`config.mk`:
```
export PLATFORM = sky130hd
export DESIGN_NAME = position_update_arbiter_flat
export DESIGN_NICKNAME = d
export VERILOG_FILES = /design/src/rtl/position_update_if.sv /design/src/rtl/position_update_arbiter.sv /design/src/flat_wrapper.sv
export SDC_FILE = /design/constraint.sdc
export NUM_CORES = 1
export LEC_CHECK = 0
export ABC_AREA = 0
export CAP_MARGIN = 25
export CORE_UTILIZATION = 35
export CTS_BUF_LIST = sky130_fd_sc_hd__clkbuf_4 sky130_fd_sc_hd__clkbuf_8
export DETAILED_ROUTE_END_ITERATION = 8
export GPL_TIMING_DRIVEN = 1
export HOLD_SLACK_MARGIN = 0.03
export PLACE_DENSITY = 0.88
export SYNTH_ARGS = -nofsm -noshare
export SYNTH_HDL_FRONTEND = slang
export SYNTH_SLANG_ARGS = --single-unit
```
`constraint.sdc`:
```
create_clock -name clk -period 2.3 [get_ports clk]
set_input_delay 0.46 -clock clk [delete_from_list [all_inputs] [get_ports clk]]
set_output_delay 0.46 -clock clk [all_outputs]
set_load 0.005 [all_outputs]
```
`src/rtl/position_update_if.sv`:
```
// Requester/arbiter bundle for the shared plotter position register.
interface position_update_if #(
  parameter int NUM_REQ    = 3,
  parameter int POS_X_BITS = 12,
  parameter int POS_Y_BITS = 12
);
  logic [NUM_REQ-1:0]            req_update;
  logic [NUM_REQ*POS_X_BITS-1:0] req_x;
  logic [NUM_REQ*POS_Y_BITS-1:0] req_y;
  logic                          hold;
  logic                          home;
  logic [NUM_REQ-1:0]            ack;
  logic [POS_X_BITS-1:0]         cur_x;
  logic [POS_Y_BITS-1:0]         cur_y;
  logic                          out_update;
  logic                          clamped;

  modport master (
    output req_update, req_x, req_y, hold, home,
    input  ack, cur_x, cur_y, out_update, clamped
  );

  modport slave (
    input  req_update, req_x, req_y, hold, home,
    output ack, cur_x, cur_y, out_update, clamped
  );
endinterface

```
`src/rtl/position_update_arbiter.sv`:
```
// Round-robin arbiter committing clamped position updates from NUM_REQ requesters
// into the single current-position register; all outputs registered.
module position_update_arbiter #(
  parameter int NUM_REQ    = 3,
  parameter int POS_X_BITS = 12,
  parameter int POS_Y_BITS = 12,
  parameter int MAX_X      = 4095,
  parameter int MAX_Y      = 4095
) (
  input  logic               clk,
  input  logic               reset,
  position_update_if.slave   bus
);
  localparam int PTR_W = $clog2(NUM_REQ);
  localparam logic [POS_X_BITS-1:0] MAX_X_V = POS_X_BITS'(MAX_X);
  localparam logic [POS_Y_BITS-1:0] MAX_Y_V = POS_Y_BITS'(MAX_Y);

  logic [NUM_REQ-1:0]    ack_q;
  logic [PTR_W-1:0]      rr_q;
  logic [POS_X_BITS-1:0] cur_x_q;
  logic [POS_Y_BITS-1:0] cur_y_q;
  logic                  upd_q;
  logic                  clp_q;

  logic [NUM_REQ-1:0]    eligible;
  logic                  found_hi, found_lo, found;
  logic [PTR_W-1:0]      win_hi, win_lo, win;
  logic [POS_X_BITS-1:0] sel_x;
  logic [POS_Y_BITS-1:0] sel_y;
  logic                  sat_x, sat_y;

  assign eligible = bus.req_update & ~ack_q & {NUM_REQ{~bus.hold & ~bus.home}};

  // Wrapping search split in two passes: first eligible at/after rr, else first overall.
  always_comb begin
    found_hi = 1'b0;
    found_lo = 1'b0;
    win_hi   = '0;
    win_lo   = '0;
    for (int unsigned i = 0; i < NUM_REQ; i++) begin
      if (eligible[i] && !found_hi && (i >= 32'(rr_q))) begin
        found_hi = 1'b1;
        win_hi   = PTR_W'(i);
      end
      if (eligible[i] && !found_lo) begin
        found_lo = 1'b1;
        win_lo   = PTR_W'(i);
      end
    end
    found = found_hi | found_lo;
    win   = found_hi ? win_hi : win_lo;
  end

  always_comb begin
    sel_x = '0;
    sel_y = '0;
    for (int unsigned i = 0; i < NUM_REQ; i++) begin
      if (win == PTR_W'(i)) begin
        sel_x = bus.req_x[i*POS_X_BITS +: POS_X_BITS];
        sel_y = bus.req_y[i*POS_Y_BITS +: POS_Y_BITS];
      end
    end
    sat_x = (sel_x > MAX_X_V);
    sat_y = (sel_y > MAX_Y_V);
  end

  always_ff @(posedge clk) begin
    if (reset) begin
      ack_q   <= '0;
      rr_q    <= '0;
      cur_x_q <= '0;
      cur_y_q <= '0;
      upd_q   <= 1'b0;
      clp_q   <= 1'b0;
    end else begin
      ack_q <= '0;
      upd_q <= 1'b0;
      clp_q <= 1'b0;
      if (bus.home) begin
        cur_x_q <= '0;
        cur_y_q <= '0;
        upd_q   <= 1'b1;
      end else if (found) begin
        ack_q[win] <= 1'b1;
        cur_x_q    <= sat_x ? MAX_X_V : sel_x;
        cur_y_q    <= sat_y ? MAX_Y_V : sel_y;
        upd_q      <= 1'b1;
        clp_q      <= sat_x | sat_y;
        rr_q       <= (win == PTR_W'(NUM_REQ-1)) ? '0 : win + 1'b1;
      end
    end
  end

  assign bus.ack        = ack_q;
  assign bus.cur_x      = cur_x_q;
  assign bus.cur_y      = cur_y_q;
  assign bus.out_update = upd_q;
  assign bus.clamped    = clp_q;
endmodule

```
`src/flat_wrapper.sv`:
```
// flat-port wrapper written by rule: the top's interface ports become plain ports
module position_update_arbiter_flat 
#(
  parameter int NUM_REQ    = 3,
  parameter int POS_X_BITS = 12,
  parameter int POS_Y_BITS = 12,
  parameter int MAX_X      = 4095,
  parameter int MAX_Y      = 4095
)
  (clk, reset, bus_req_update, bus_req_x, bus_req_y, bus_hold, bus_home, bus_ack, bus_cur_x, bus_cur_y, bus_out_update, bus_clamped);
  position_update_if #(.NUM_REQ(NUM_REQ), .POS_X_BITS(POS_X_BITS), .POS_Y_BITS(POS_Y_BITS)) bus_i ();
  input  logic clk;
  input  logic reset;
  input wire logic [$bits(bus_i.req_update)-1:0] bus_req_update;
  input wire logic [$bits(bus_i.req_x)-1:0] bus_req_x;
  input wire logic [$bits(bus_i.req_y)-1:0] bus_req_y;
  input wire logic [$bits(bus_i.hold)-1:0] bus_hold;
  input wire logic [$bits(bus_i.home)-1:0] bus_home;
  output wire logic [$bits(bus_i.ack)-1:0] bus_ack;
  output wire logic [$bits(bus_i.cur_x)-1:0] bus_cur_x;
  output wire logic [$bits(bus_i.cur_y)-1:0] bus_cur_y;
  output wire logic [$bits(bus_i.out_update)-1:0] bus_out_update;
  output wire logic [$bits(bus_i.clamped)-1:0] bus_clamped;
  assign bus_i.req_update = bus_req_update;
  assign bus_i.req_x = bus_req_x;
  assign bus_i.req_y = bus_req_y;
  assign bus_i.hold = bus_hold;
  assign bus_i.home = bus_home;
  assign bus_ack = bus_i.ack;
  assign bus_cur_x = bus_i.cur_x;
  assign bus_cur_y = bus_i.cur_y;
  assign bus_out_update = bus_i.out_update;
  assign bus_clamped = bus_i.clamped;
  position_update_arbiter #(.NUM_REQ(NUM_REQ), .POS_X_BITS(POS_X_BITS), .POS_Y_BITS(POS_Y_BITS), .MAX_X(MAX_X), .MAX_Y(MAX_Y)) u_core (.clk(clk), .reset(reset), .bus(bus_i));
endmodule
```
==> Word-level counts from Yosys, hierarchy flattened <==
Index checks and enable logic that the tools add are counted.
{ "word_totals": {"regBits": 31, "in_bits": 79, "out_inout_bits": 29, "wordCells": 65} }
{ "op_classes": {"addsub": 1, "n_lt_le_gt_ge": 7, "n_eq_ne": 2, "n_mux": 24, "bitwise_logic": 9, "n_reduce_logical": 16} }
{ "ops": {"columns": ["op", "n"], "rows": [
  ["2-to-1 mux 12 bit", 8],
  ["> comparator 12 bit, second input constant", 2],
  ["2-to-1 mux 1 bit", 11],
  ["logical AND 1 bit", 8],
  ["2-to-1 mux 2 bit", 4],
  ["AND 3 bit", 2],
  ["greater-or-equal comparator 1 x 2 -> 1 bit, first input constant", 2],
  ["zero test 1 bit", 4],
  ["< comparator 2 x 3 -> 1 bit, second input constant", 1],
  ["NOT 1 bit", 3],
  ["NOT 3 bit", 1],
  ["OR reduction 3 bit", 1],
  ["adder 2 x 1 -> 2 bit, second input constant", 1],
  ["demux 1 bit (select 2 bit)", 1],
  ["equality test 2 x 1 -> 1 bit, second input constant", 1],
  ["equality test 2 bit, second input constant", 1],
  ["greater-or-equal comparator 2 x 1 -> 1 bit, second input constant", 1],
  ["greater-or-equal comparator 2 bit, first input constant", 1],
  ["zero test 2 bit", 1],
  ["OR 1 bit", 2],
  ["AND reduction 2 bit", 1],
  ["OR reduction 2 bit", 1],
  ["AND 1 bit", 1]
]} }

==> Longest topological paths before layout <==
{ "logic_depth": {"ltp_word": 20, "mapped_depth": 7, "depth_no_buf": 5} }

==> Least setup slack after synthesis <==
OpenSTA, ideal clock, no wires.
{ "synth_timing": {"path_kind": "in2reg", "startpoint": "input bus_req_update[0]", "endpoint": "register u_core.cur_x_q[11] (netlist: u_core.bus.cur_x[11])", "t_arrival_ns": 1.651, "path_slack_ns": 0.520, "cell_stages": 7, "path_buffers": 2, "cell_sequence": "nor2b_1 > o31a_1 > and2_1 > clkbuf_2 > buf_2 > a32oi_1 > o21ai_0"} }
{ "synth_between": {"elab_chain_cells": 19, "elab_cells_between_ends": 33, "classes_between": "1 x order compare; 2 x eq/ne; 15 x mux; 3 x bitwise; 12 x reduce/logical"} }
{ "synth_lines": {"columns": ["item", "line_no", "rtl"], "rows": [
  ["start, declared", "flat_wrapper.sv:14", "input wire logic [$bits(bus_i.req_update)-1:0] bus_req_update;"],
  ["AND 3 bit (*) (2 in series)", "position_update_arbiter.sv:32", "assign eligible = bus.req_update & ~ack_q & {NUM_REQ{~bus.hold & ~bus.home}};"],
  ["logical AND 1 bit", "position_update_arbiter.sv:41", "if (eligible[i] && !found_hi && (i >= 32'(rr_q))) begin"],
  ["2-to-1 mux 1 bit", "position_update_arbiter.sv:41", null],
  ["zero test 1 bit", "position_update_arbiter.sv:41", null],
  ["logical AND 1 bit (2 in series)", "position_update_arbiter.sv:41", null],
  ["2-to-1 mux 1 bit", "position_update_arbiter.sv:41", null],
  ["zero test 1 bit", "position_update_arbiter.sv:41", null],
  ["logical AND 1 bit (2 in series)", "position_update_arbiter.sv:41", null],
  ["2-to-1 mux 2 bit or 2-to-1 mux 1 bit (tied branches)", "position_update_arbiter.sv:41", null],
  ["2-to-1 mux 2 bit", "position_update_arbiter.sv:51", "win = found_hi ? win_hi : win_lo;"],
  ["zero test 2 bit", "position_update_arbiter.sv:58", "if (win == PTR_W'(i)) begin"],
  ["2-to-1 mux 12 bit (3 in series)", "position_update_arbiter.sv:58", null],
  ["> comparator 12 bit", "position_update_arbiter.sv:63", "sat_x = (sel_x > MAX_X_V);"],
  ["2-to-1 mux 12 bit", "position_update_arbiter.sv:85", "cur_x_q <= sat_x ? MAX_X_V : sel_x;"],
  ["end signal, assigned", "position_update_arbiter.sv:85", null],
  ["end, declared", "position_update_arbiter.sv:20", "logic [POS_X_BITS-1:0] cur_x_q;"]
]} }
Every way passes the cells marked *; elsewhere a longest branch is shown, timed or not.
A chain may end at the register's enable or synchronous reset.

==> Worst setup path in the final report <==
{ "layout_timing": {"startpoint": "input bus_home", "endpoint": "register u_core.cur_y_q[6] (netlist: u_core.bus.cur_y[6])"} }
{ "layout_between": {"elab_chain_cells": 20, "elab_cells_between_ends": 35, "classes_between": "1 x order compare; 2 x eq/ne; 15 x mux; 4 x bitwise; 13 x reduce/logical"} }
{ "layout_lines": {"columns": ["item", "line_no", "rtl"], "rows": [
  ["start, declared", "flat_wrapper.sv:18", "input wire logic [$bits(bus_i.home)-1:0] bus_home;"],
  ["NOT 1 bit", "position_update_arbiter.sv:32", null],
  ["AND 1 bit", "position_update_arbiter.sv:32", null],
  ["AND 3 bit", "position_update_arbiter.sv:32", null],
  ["logical AND 1 bit", "position_update_arbiter.sv:41", null],
  ["2-to-1 mux 1 bit", "position_update_arbiter.sv:41", null],
  ["zero test 1 bit", "position_update_arbiter.sv:41", null],
  ["logical AND 1 bit (2 in series)", "position_update_arbiter.sv:41", null],
  ["2-to-1 mux 1 bit", "position_update_arbiter.sv:41", null],
  ["zero test 1 bit", "position_update_arbiter.sv:41", null],
  ["logical AND 1 bit (2 in series)", "position_update_arbiter.sv:41", null],
  ["2-to-1 mux 2 bit or 2-to-1 mux 1 bit (tied branches)", "position_update_arbiter.sv:41", null],
  ["2-to-1 mux 2 bit", "position_update_arbiter.sv:51", null],
  ["zero test 2 bit", "position_update_arbiter.sv:58", null],
  ["2-to-1 mux 12 bit (3 in series)", "position_update_arbiter.sv:58", null],
  ["> comparator 12 bit", "position_update_arbiter.sv:64", "sat_y = (sel_y > MAX_Y_V);"],
  ["2-to-1 mux 12 bit", "position_update_arbiter.sv:86", "cur_y_q <= sat_y ? MAX_Y_V : sel_y;"],
  ["end signal, assigned", "position_update_arbiter.sv:86", null],
  ["end, declared", "position_update_arbiter.sv:21", "logic [POS_Y_BITS-1:0] cur_y_q;"]
]} }
Several ways; a longest one is shown, not always the timed one.

==> flow_metrics.py <==
metrics = {
    "outcome": {
        "status": "finished, final reports clean",
    },
    "synth": {
        "yosysTopAreaCell": "dfxtp_1",
        "synth_edf_count": 0,
        "yosysTopAreaCellShare_pct": 42.9,
        "synth_area_um2": 1450,
        "synthCells": 162,
        "yosysUniqueCellTypes": 28,
        "yosysWarnings": 0,
        "synth_ff_type": "dfxtp_1",
        "synthTopCellsByArea": "dfxtp_1 43%, mux2i_1 9.7%, o21ai_0 9.0%, a32oi_1 7.9%, o22ai_1 4.3%",
        "synth-async-reset-ratio_pct": 0,
        "synth_seq_cells": 31,
        "synth_area_per_cell_um2": 8.93,
        "syn-num-nets": 241,
        "ys_seq_area_share_pct": 42.9,
    },
    "die": {
        "num_rows": 23,
        "start_util_pct": 36.4,
        "die_width_um": 66.3,
        "pin_count": 108,
        "die_area_um2": 4390,
        "dieHeight_um": 66.3,
        "core-area_um2": 3970,
    },
    "timing": {
        "setup_viol": 0,
        "setup_slack_ps": 245,
        "post-route-period-util_pct": 89.4,
        "min_period_ps": 2060,
        "fmax_mhz": 487,
        "clock-skew-final_ps": 3.36,
        "timing.final.hold_violations": 0,
        "slew_viol_final": 0,
        "rsz0062_at_grt": "false",
    },
    "clock_network": {
        "clock_path_buffers": 2,
        "cts_tree": "yes",
        "clk_latency_ps": 280,
        "numCtsBuffers": 5,
        "post-cts-setup-buffers": 0,
        "cts-resized-gates": 0,
        "clk_pin_slew_ps": 60,
        "cts_root_buf": "clkbuf_8",
        "ctsHoldBuffers": 0,
        "htreeDepth": 2,
        "clkSinkCount": 31,
    },
    "worst_setup_path": {
        "endpoint_kind": "flop",
        "crit_start": "bus_home",
        "required_ps": 2500,
        "critPathKind": "input port to flop",
        "cp-start-kind": "input port",
        "r2r_start": "u_core.rr_q[1]$_SDFFE_PP0P_",
        "critPathMaxFanout": 6,
        "arrival_ps": 2260,
    },
    "placed_design": {
        "place_ws_ps": -58.7,
        "place_congestion": 0.806,
        "port-buffer-count": 107,
        "dpl.hpwl_um": 3640,
    },
    "flow_run": {
        "drv_cap": 0,
    },
    "global_route": {
        "grt_max_degree": 19,
        "track_usage_pct": 23.7,
        "antenna_found_initial": 0,
        "grt_pass1_wl_um": 7850,
        "grt_remaining_overflow": 0,
        "grt_pass1_vias": 1740,
    },
    "power": {
        "power_mw": 1.24,
        "leakage_nw": 1.00,
        "peakVddDrop_uv": 305,
        "powerDensity_nw_per_um2": 457,
    },
    "detailed_routing": {
        "drt_iter0_drc": 63,
        "firstDrtPassIters": 4,
        "wl_um": 4760,
        "vias_per_cell": 5.16,
        "ant_nets": 0,
        "via_count": 1686,
        "wire_per_inst_um": 14.5,
        "drc_errors": 0,
    },
    "cells_and_area": {
        "n_antenna_cell": 0,
        "layout-drive-gt1-share_pct": 8.66,
        "area_delta_synth_final_pct": 87.8,
        "layout.nets": 357,
    },
    "hold_path": {
        "hp-start": "u_core.bus.cur_y[2]$_SDFFE_PP0N_",
        "hold_path_class": "flop to flop",
    },
}
## metal layers
layer / global-route usage (%) / wire (um)
met1: 25.5 / 1860
met2: 43.0 / 2480
met3: 7.41 / 315
met4: 8.78 / 108
met5: 0 / 0
## critical path, stage by stage
cell,delay [ps]
clkdlybuf4s50_1,480
nor4b_2,330
nand2_1,160
a2111oi_4,390
buf_4,210
o22ai_1,80
o21ai_0,140
## state kept, by name, summed over array words and instances, names as in the netlist
register               cells
u_core.bus.ack             3
u_core.rr_q                2
u_core.bus.cur_y          12
u_core.bus.out_update      1
u_core.bus.cur_x          12
u_core.bus.clamped         1
## area by class of cell
type / count / area [um^2]
clock buffers: 6 / 76.3
fillers: 326 / 1250
inverters: 1 / 3.75
multi-input cells: 119 / 772
flip-flops and latches: 31 / 621
well taps: 50 / 62.6
repair buffers: 120 / 1180
## placed cells by master (no fill, tap or decap)
cell	n
nor2_1	8
nor3_1	3
nor2b_1	4
a32oi_1	13
a2111oi_4	1
nand4_1	1
and2_1	3
clkbuf_8	5
nand2_1	14
nor4b_2	1
o311ai_1	1
nor3_2	1
mux2i_1	14
o22ai_1	10
dfxtp_1	31
a21oi_1	2
o31a_1	1
nand2b_1	4
conb_1	1
buf_12	1
a2111oi_2	1
a21o_1	1
buf_4	12
o21ai_1	8
clkdlybuf4s50_1	107
clkbuf_4	1
o21ai_0	26
nand2_2	1
inv_1	1
## stage by stage
stage / hold slack [ps] / util [%] / setup TNS, ps / cell area (um^2) / std cells
global placement: 433 / 66.5 / 0 / 2640 / 321
detailed placement: 441 / 66.5 / -339 / 2640 / 321
finish: 449 / 68.4 / 0 / 2720 / 327
floorplan: 446 / - / 0 / 1450 / 162
CTS: 449 / 68.4 / 0 / 2720 / 327
global route: 469 / 68.4 / 0 / 2720 / 327
## power by group
group          internal (mW)  switching [mW]
logic                  0.191          0.0916
registers              0.558          0.0109
clock network          0.213           0.178
## synthesized netlist by cell type (2+ instances only)
| cell type | n |
|---|---|
| nor3_1 | 3 |
| a32oi_1 | 13 |
| mux2i_1 | 14 |
| nand2_1 | 14 |
| clkbuf_1 | 6 |
| nand2b_1 | 4 |
| dfxtp_1 | 31 |
| nor2_1 | 8 |
| and2_1 | 3 |
| a21oi_1 | 2 |
| o21ai_1 | 8 |
| o22ai_1 | 10 |
| buf_2 | 3 |
| nor2b_1 | 4 |
| o21ai_0 | 26 |
## kinds of logic after synthesis
| group | after synthesis | synth area share (%) |
|---|---|---|
| compound gates | 64 | 29.3 |
| simple gates | 40 | 14.1 |
| flops | 31 | 42.9 |
| mux | 14 | 9.69 |
| buf+inv | 12 | 3.72 |
| other cells | 1 | 0.259 |
## worst paths after layout
kind / end / slack, ps / depth (start not counted)
worst max-delay path: u_core.bus.cur_y[6]$_SDFFE_PP0N_ / 240 / 7
worst min-delay path: u_core.bus.cur_y[2]$_SDFFE_PP0N_ / 450 / 2
worst max register to register: u_core.bus.cur_x[1]$_SDFFE_PP0N_ / 510 / 5
worst min register to register: u_core.bus.cur_y[2]$_SDFFE_PP0N_ / 450 / 2
No activity file was read; power rests on OpenSTA's default activity.
